==> config.mk <==
export PLATFORM = sky130hd
export DESIGN_NAME = captura_operandos
export DESIGN_NICKNAME = d
export VERILOG_FILES = /design/src/rtl/captura_operandos.sv
export SDC_FILE = /design/constraint.sdc
export NUM_CORES = 1
export LEC_CHECK = 0
export CAP_MARGIN = 20
export CORE_ASPECT_RATIO = 0.7
export CORE_MARGIN = 4
export CORE_UTILIZATION = 50
export DETAILED_ROUTE_END_ITERATION = 8
export PLACE_DENSITY = 0.74
export SYNTH_ARGS = -nofsm -noshare
export SYNTH_HDL_FRONTEND = slang
export SYNTH_SLANG_ARGS = --single-unit
==> constraint.sdc <==
create_clock -name clk -period 1.98 [get_ports clk]
set_clock_uncertainty 0.2 [all_clocks]
set_input_delay 0.198 -clock clk [delete_from_list [all_inputs] [get_ports clk]]
set_output_delay 0.198 -clock clk [all_outputs]
set_load 0.02 [all_outputs]
==> src/rtl/captura_operandos.sv <==
// captura_operandos
//   Producer end of the operand handshake into the Booth multiplier.
//   Both 8-bit switch banks go through a 2-flop synchronizer and a shared
//   debounce window. A stable operand pair that differs from the last pair
//   sent is latched onto A/B and offered with valid. It is held until the
//   consumer accepts it with ready.
//
// Optional feature macro: CAPTURA_OVERRUN_EN
//   When defined, an 'overrun' output flags stable switch updates that were
//   lost while a pair sat unaccepted in OFFER. The flag is sticky until reset.
//
// Ports
//   clk       in   1      system clock, rising edge
//   rst_n     in   1      synchronous reset, active-low
//   switch_A  in   WIDTH  raw switch bank A (asynchronous, bouncy)
//   switch_B  in   WIDTH  raw switch bank B (asynchronous, bouncy)
//   ready     in   1      consumer accepts the offered pair this cycle
//   A         out  WIDTH  offered multiplicand, registered
//   B         out  WIDTH  offered multiplier, registered
//   valid     out  1      A/B hold a pair not yet accepted
//   overrun   out  1      CAPTURA_OVERRUN_EN only: sticky lost-update flag
module captura_operandos #(
    parameter int WIDTH    = 8,
    parameter int DB_COUNT = 100000,
    parameter int CNT_W    = 17
) (
    input  logic             clk,
    input  logic             rst_n,
    input  logic [WIDTH-1:0] switch_A,
    input  logic [WIDTH-1:0] switch_B,
    input  logic             ready,
    output logic [WIDTH-1:0] A,
    output logic [WIDTH-1:0] B,
    output logic             valid
`ifdef CAPTURA_OVERRUN_EN
    ,
    output logic             overrun
`endif
);

    localparam int unsigned SW = 2 * WIDTH;
    localparam logic [CNT_W-1:0] DB_MAX  = CNT_W'(DB_COUNT);
    localparam logic [CNT_W-1:0] DB_LAST = CNT_W'(DB_COUNT - 1);

    typedef enum logic {
        IDLE,
        OFFER
    } state_t;

    state_t state, state_next;

    logic [SW-1:0]    sync1;
    logic [SW-1:0]    s;
    logic [SW-1:0]    s_prev;
    logic [SW-1:0]    stable;
    logic [SW-1:0]    last_sent;
    logic [CNT_W-1:0] cnt;
    logic             stable_load;
    logic             offer_load;

    // The window closes on the cycle the counter reaches DB_COUNT-1 with s
    // still unchanged. Saturation keeps it from reloading afterwards.
    assign stable_load = (s == s_prev) && (cnt == DB_LAST);

    // Synchronizer and debounce.
    always_ff @(posedge clk) begin
        if (!rst_n) begin
            sync1  <= '0;
            s      <= '0;
            s_prev <= '0;
            cnt    <= '0;
            stable <= '0;
        end else begin
            sync1  <= {switch_A, switch_B};
            s      <= sync1;
            s_prev <= s;
            if (s != s_prev) begin
                cnt <= '0;
            end else if (cnt != DB_MAX) begin
                cnt <= cnt + CNT_W'(1);
            end
            if (stable_load) begin
                stable <= s;
            end
        end
    end

    // FSM state register.
    always_ff @(posedge clk) begin
        if (!rst_n) begin
            state <= IDLE;
        end else begin
            state <= state_next;
        end
    end

    // FSM next-state logic.
    always_comb begin
        state_next = state;
        offer_load = 1'b0;
        case (state)
            IDLE: begin
                if (stable != last_sent) begin
                    offer_load = 1'b1;
                    state_next = OFFER;
                end
            end
            OFFER: begin
                if (ready) begin
                    state_next = IDLE;
                end
            end
            default: state_next = IDLE;
        endcase
    end

    // Offered pair and valid. A/B only load on the IDLE->OFFER step, so they
    // stay frozen for the whole OFFER.
    always_ff @(posedge clk) begin
        if (!rst_n) begin
            A         <= '0;
            B         <= '0;
            valid     <= 1'b0;
            last_sent <= '0;
        end else begin
            valid <= (state_next == OFFER);
            if (offer_load) begin
                {A, B}    <= stable;
                last_sent <= stable;
            end
        end
    end

`ifdef CAPTURA_OVERRUN_EN
    logic upd_seen;

    // A stable update during OFFER is lost if it differs from the pair on
    // offer, or if it is the second update in the same OFFER. An update on the
    // accepting edge is not lost, because IDLE picks it up next.
    always_ff @(posedge clk) begin
        if (!rst_n) begin
            overrun  <= 1'b0;
            upd_seen <= 1'b0;
        end else if (offer_load) begin
            upd_seen <= 1'b0;
        end else if (state == OFFER && !ready && stable_load) begin
            upd_seen <= 1'b1;
            if (upd_seen || (s != {A, B})) begin
                overrun <= 1'b1;
            end
        end
    end
`endif

endmodule

-- Yosys cells after proc, flatten, opt, wreduce, memory -nomap -nowiden
Cells that the tools add are included.
- register bits: 114
- logic and storage cells: 23
- bitwise gates (word level): 2
- add/sub/neg operators: 1
- multiplexer cells: 4
- equality and inequality tests: 5
- reductions and logical operators: 2
- operators by type and width (operator ; count):
    $ne 16x16->1 ; 2
    $add 17x1->17 const B ; 1
    $eq 17x17->1 const B ; 1
    $ne 17x17->1 const B ; 1
    $eq 16x16->1 ; 1
    $mux 1 ; 3
    $not 1->1 ; 2
    $pmux 1 s2 ; 1
    $reduce_or 2->1 ; 1
    $logic_and 1x1->1 ; 1

-- Logic depth before layout (Yosys ltp)
Gate-level depths: netlist of run 1.
- word-level depth: 3
- mapped depth: 7
- depth with buffers taken out: 5

-- Least setup slack after synthesis of run 1
OpenSTA, ideal clock, no wires.
- kind: reg-to-reg
- start point: register cnt[11]
- end point: register stable[10]
- slack: -157 ps
- arrival time: 1866 ps
- data required time: 1708 ps
- stages on the path, launching flop included: 7
- cell sequence: dfxtp_1 -> or4_4 -> nor4_4 -> nand4b_2 -> nor2_4 -> buf_12 -> mux2i_1
- word-level cells in the longest chain between the ends: 2
- RTL lines (what ; RTL line ; source):
    start, declared ; 57 ; logic [CNT_W-1:0] cnt;
    start signal, assigned ; 80 ; cnt <= cnt + CNT_W'(1);
    $eq 17x17->1 ; 63 ; assign stable_load = (s == s_prev) && (cnt == DB_LAST);
    $logic_and 1x1->1 ; 63 ;
    end signal, assigned ; 83 ; stable <= s;
    end, declared ; 55 ; logic [SW-1:0] stable;
Every way passes these cells.
A chain may end at the register's enable or synchronous reset.

-- Worst setup path after layout of run 1
- start point: register cnt[14]
- end point: register stable[0]
The elaborated chain is that of the path after synthesis.

==> results.yml, run 1 <==
outcome:
  status: "finished, violations left"
  violations: "negative setup slack"
critical_path:
  max_stage_delay_ns: 0.55
  cp_data_arrival_time_ns: 2.13
  crit_buf_inv: 1
  r2r_start: "cnt[14]$_SDFFE_PP0P_"
  required_ns: 2.07
  worstPathMaxFanout: 16
  reg2reg_depth: 6
  cp_top_family: "simple AND/OR/NAND/NOR gates"
  slowest_stage: "or4_4"
  critical_path.endpoint_type: "flip-flop"
  crit_chain: "or4_4 > nor4_4 > nand4b_4 > nor2_4 > buf_12 > mux2i_1"
  crit_type: "flip-flop to flip-flop"
  crit_path_start_kind: "flip-flop"
  ff2ff_setup_slack_ns: -0.06
  critical_path_depth: 6
  r2r_end: "stable[0]$_SDFFE_PN0P_"
finish:
  finalInstanceArea_mm2: 0.004420
  final_cell_mix: "dfxtp_1 (96), nand2_1 (52), xor2_1 (40), and2_1 (34), clkdlybuf4s50_1 (34)"
  utilization_pct: 63.95
  final_common_cell: "dfxtp_1"
  n_antenna_cell: 0
  final_cells: 521
  final_nets: 443
  syn2layout_area_growth_pct: 21.37
  layout-drive-gt1-share_pct: 11.01
min_path:
  hold_class: "input port to flip-flop"
  min_to: "sync1[7]$_SDFF_PN0_"
  hold_depth: 2
  hold_start: "switch_B[7]"
logic_synthesis:
  avgSynthCellArea_um2: 9.713
  seq_area_frac_synth_pct: 53.86
  netlist-cell-type-count: 34
  synth_fp_nets: 396
  syn_area_mm2: 0.003642
  yosysWarningCount: 0
  yosys-top-cells-area: "dfxtp_1 (54%), xor2_1 (9.6%), and2_1 (5.8%), nand2_1 (5.4%), mux2i_1 (4.7%)"
  synthCells: 375
  synth_top_area_share_pct: 53.86
  ys_ff_latch: 98
  synth_top_area_cell: "dfxtp_1"
power_and_ir_drop:
  fin_total_pwr_w: 0.003461
  p_leak_nw: 1.937
  vdd_ir_drop_max_uv: 418.2
  powerDensity_mw_per_mm2: 783.0
sta:
  tightest_slew_ns: 0.4153
  finalSetupViolCount: 17
  min_period_ns: 2.036
  fin_ws_ns: -0.05575
  slew_viol_final: 0
  rsz0062_at_grt: "yes"
  fmax_mhz: 491.2
  max-slew-margin-rel_pct: 72.06
  fin_crit_sh_pct: 102.8
  finalHoldViolCount: 0
clocking:
  cts_sinks: 98
  cts_inserted_buffers: 9
  cts_root_buf: "clkbuf_8"
  cts_buffer_depth: 2
  path_clk_slew_ns: 0.10
  clkLatencyLatePin_ns: 0.37
  cts_tree: "built"
  h-tree-depth: 3
grt:
  antenna_found_initial: 0
  grt-ovfl-total: 0
  grt_pass1_wl_mm: 10.67
  grt_pass1_vias: 2250
  track_usage_pct: 16.06
  grt_max_degree: 97
placement:
  placed_area_mm2: 0.004183
  dp_cells: 503
  dp_hpwl_mm: 4.594
  port-buffer-count: 35
  gp_congestion: 0.7899
route:
  firstDrtPassIters: 4
  viasPerCell: 4.726
  ant_nets: 0
  routedWlPerCell_um: 12.38
  via_count: 2462
  dr.first_iter.drc_count: 116
  drt-total-wl_mm: 6.450
  route.detailed.drc: 0
floorplan:
  fp-row-count: 25
  core-area_mm2: 0.006913
  dieArea_mm2: 0.008736
  ios: 36
  start_util_pct: 52.69
  die_w_um: 110.0
  die_h_um: 79.41
run:
  maxCapViolCount: 0
-- where the power goes --
part / switching (W) / internal, W / leakage [nW] / total, W
clock: 0.000696 / 0.000600 / 0.0979 / 0.00130
sequential: 0.0000162 / 0.00201 / 0.799 / 0.00203
combinational: 0.0000643 / 0.0000754 / 1.04 / 0.000140
total: 0.000777 / 0.00268 / 1.94 / 0.00346
-- how the worst max path moves through the flow --
| stage | from | to | slack, ns |
|---|---|---|---|
| finish | cnt[14]$_SDFFE_PP0P_ | stable[0]$_SDFFE_PN0P_ | -0.06 |
| floorplan | cnt[14]$_SDFFE_PP0P_ | stable[10]$_SDFFE_PN0P_ | -0.04 |
| global route | cnt[14]$_SDFFE_PP0P_ | stable[0]$_SDFFE_PN0P_ | -0.14 |
| CTS | cnt[14]$_SDFFE_PP0P_ | stable[1]$_SDFFE_PN0P_ | -0.04 |
| detailed placement | cnt[14]$_SDFFE_PP0P_ | stable[1]$_SDFFE_PN0P_ | -0.03 |
| global placement | cnt[14]$_SDFFE_PP0P_ | stable[11]$_SDFFE_PN0P_ | 0.04 |
-- cells by family (layout without fill, tap and decap cells) --
group,Yosys count,in the layout,share of synthesized area (%)
buffers and inverters,38,90,4.363
xor gates and xnor gates,47,47,11.30
AOI/OAI and AO/OA,19,19,2.714
muxes,17,17,4.672
and+or+nand+nor,154,154,22.40
DFF,98,98,53.86
adders and majority gates,2,2,0.6869
-- cell usage after synthesis (all sizes together) --
cell type,instances
o21ai,16
a21oi,2
and4,2
nor2b,1
nand4b,1
nand2b,1
ha,2
or2,1
a41oi,1
nor2,20
nor3b,1
mux2i,17
nand3,21
xnor2,7
nand4,3
nand2,52
or4,1
nor4b,1
inv,21
dfxtp,98
and2,34
clkbuf,14
and3,4
buf,3
or3b,2
xor2,40
nor4,9
-- state kept, by name, indices dropped and copies added (netlist names) --
name,cells
s_prev,16
stable,16
B,7
last_sent,1
A,8
valid,1
sync1,16
s,16
cnt,17
-- cell type report --
| class | count | area (µm²) |
|---|---|---|
| flip-flops and latches | 98 | 1964 |
| repair buffers | 53 | 508.0 |
| clock inverters | 6 | 72.57 |
| well taps | 94 | 117.6 |
| multi-input cells | 239 | 1551 |
| inverters | 21 | 78.83 |
| clock buffers | 10 | 127.6 |
| fillers | 572 | 2492 |
-- per-stage QoR --
stage               hold slack, ns  setup TNS (ns)  worst slack [ns]
floorplan                   0.1253         -0.3659          -0.03659
global placement            0.2183               0           0.04048
detailed placement          0.2177         -0.1201          -0.02821
CTS                         0.1852         -0.2716          -0.03650
global route                0.1846          -1.680           -0.1373
finish                      0.1973         -0.5889          -0.05575
-- routing by layer --
metal | part of all wire (%) | GRT usage, %
met2 | 38 | 20.46
met5 | 0 | 0
met3 | 5.9 | 5.740
met1 | 55 | 24.54
met4 | 1.2 | 5.230
-- timing repair --
item	CTS	global route
hold endpoints to repair	1	0
endpoints found under the setup margin	16	17
setup buffers	1	0
hold buffers	1	0
gates resized for setup	1	3
No activity file was read; power rests on OpenSTA's default activity.
==> inputs of run 2 (changes only) <==
Settings changed: CTS_CLUSTER_DIAMETER from default to 100.
==> results of run 2 <==
No change in the layout: final DEF, timing and power equal those of run 1.
==> inputs of run 3 (changes only) <==
Settings changed: CORE_UTILIZATION 50 to 56, DONT_BUFFER_PORTS from default to 1, PLACE_DENSITY 0.74 to 0.72.
==> run 3 against run 2 <==
The run still ends with negative setup slack left. Routed wire length increased by 10%. Die area shrank 9.8%. Worst hold slack worse by 0.15 ns. Clock power up 4%. First-iteration DRC count fell by 18%. Cell count is 1.2% lower. Sequential power hardly changed. Non-clock buffer count grew 10. Sequential share of layout area down 0.86 points. Setup slack better by 0.026 ns. Cell area increased by 2.1%. Flip-flop and latch count stayed put. Largest cell class unchanged.
==> results.yml, run 3 (synthesized netlist as in run 1, its figures left out) <==
critical_path:
  required_ns: 2.06
  cp_top_family: "simple AND/OR/NAND/NOR gates"
  max_stage_delay_ns: 0.54
  cp_data_arrival_time_ns: 2.09
  crit_path_start_kind: "flip-flop"
  crit_chain: "or4_4 > nor4_4 > nand4b_2 > nor2_4 > buf_12 > mux2i_1"
  crit_type: "flip-flop to flip-flop"
  critical_path.endpoint_type: "flip-flop"
  slowest_stage: "or4_4"
  worstPathMaxFanout: 12
  crit_buf_inv: 1
sta:
  finalHoldViolCount: 0
  slew_viol_final: 0
  fmax_mhz: 497.6
  rsz0062_at_grt: "yes"
  min_period_ns: 2.010
  max-slew-margin-rel_pct: 75.15
  fin_ws_ns: -0.02976
  tightest_slew_ns: 0.3693
  finalSetupViolCount: 8
  fin_crit_sh_pct: 101.5
finish:
  regArea_mm2: 0.001967
  largest_reg_flops: 17
  fillers: 467
  final_cell_mix: "dfxtp_1 (94), nand2_1 (52), xor2_1 (40), and2_1 (34), dlygate4sd3_1 (30)"
  multiInputGateArea_mm2: 0.001572
  utilization_pct: 71.91
  top_register: "cnt"
  layout-drive-gt1-share_pct: 15.10
  n_antenna_cell: 0
  final_nets: 453
  final_common_cell: "dfxtp_1"
  syn2layout_area_growth_pct: 23.91
outcome:
  violations: "negative setup slack"
  status: "finished, violations left"
clocking:
  cts_buffer_depth: 2
  cts_inserted_buffers: 9
  h-tree-depth: 3
  post_cts_buffers: 0
  clkLatencyLatePin_ns: 0.36
  cts_sinks: 98
  path_clk_slew_ns: 0.08
  cts_tree: "built"
  cts_root_buf: "clkbuf_8"
grt:
  grt_max_degree: 85
  grt-ovfl-total: 0
  track_usage_pct: 18.84
  grt_pass1_vias: 2395
  antenna_found_initial: 0
  busiest_layer: "met2"
  use_met2_pct: 31.12
  use_met3_pct: 5.334
  grt_pass1_wl_mm: 11.36
  gr-usage-met1_pct: 23.95
route:
  drt-total-wl_mm: 7.111
  dr.first_iter.drc_count: 95
  firstDrtPassIters: 4
  routedWlPerCell_um: 13.81
  route.detailed.drc: 0
  viasPerCell: 5.023
  via_count: 2587
  ant_nets: 0
floorplan:
  fp-row-count: 24
  core-area_mm2: 0.006276
  die_h_um: 75.48
  start_util_pct: 58.03
  ios: 36
  die_w_um: 104.4
  dieArea_mm2: 0.007879
placement:
  dp_hpwl_mm: 4.498
  port-buffer-count: 0
  pre_cts_ws_ns: -0.01276
  gp_congestion: 0.7592
power_and_ir_drop:
  p_leak_nw: 2.031
  fin_total_pwr_w: 0.003545
  vdd_ir_drop_max_uv: 528.4
  powerDensity_mw_per_mm2: 785.6
run:
  maxCapViolCount: 0
min_path:
  hold_class: "input port to flip-flop"
[run 3: changes by cell type in the layout (fill, tap and decap cells not counted), moves of 3 or more]
cell             before  now
dlygate4sd3_1         1   30
buf_4                15   29
nor4_2                1    5
clkdlybuf4s50_1      34    0
inv_6                 3    0
nor4_1                7    3
[run 3: timing repair]
item / in CTS / in global routing
hold endpoints to repair: 82 / 0
pin swaps: 2 / 0
gates resized for setup: 1 / 9
hold buffers: 31 / 0
endpoints found under the setup margin: 10 / 23
[run 3: worst min-delay path, delay by kind of cell]
| kind | cells | cell delay (ns) |
|---|---|---|
| compound gates | 1 | 0.05 |
| buf+inv | 1 | 0.19 |
| simple gates | 1 | 0.10 |
[run 3: final timing paths]
kind / start / end / slack (ns) / depth (start not counted)
setup / recovery: cnt[14]$_SDFFE_PP0P_ / stable[11]$_SDFFE_PN0P_ / -0.03 / 6
hold / removal: rst_n / B[0]$_SDFFE_PN0P_ / 0.05 / 3
setup reg to reg: cnt[14]$_SDFFE_PP0P_ / stable[11]$_SDFFE_PN0P_ / -0.03 / 6
hold reg to reg: sync1[6]$_SDFF_PN0_ / s[6]$_SDFF_PN0_ / 0.24 / 1
[run 3: stage by stage]
step,hold slack [ns],area [µm²],instances,setup TNS [ns]
2_1_floorplan,0.1253,3647,375,-0.3659
3_3_place_gp,0.1265,3925,468,0
3_5_place_dp,0.1283,3925,468,-0.01741
4_1_cts,0.02635,4469,515,0
5_1_grt,0.05752,4513,515,-1.192
6_report,0.04870,4513,515,-0.07276
[run 3: where the power goes]
| group | internal, W | switching, W | total [W] |
|---|---|---|---|
| combinational | 0.0000922 | 0.0000760 | 0.000168 |
| clock | 0.000711 | 0.000641 | 0.00135 |
| sequential | 0.00201 | 0.0000169 | 0.00203 |
[run 3: layer usage]
layer  routed length, µm  part of all wire [%]
met1                3312                    47
met2                3448                    48
met3                 277                   3.9
met4                  72                   1.0
met5                   0                     0
[run 3: cell type report]
cell class,count,area share (%)
Clock buffer,11,2.911
Clock inverter,5,1.747
Inverter,21,1.747
Multi-Input combinational cell,239,34.82
Sequential cell,98,43.58
Tap cell,78,2.162
Timing Repair Buffer,63,13.03
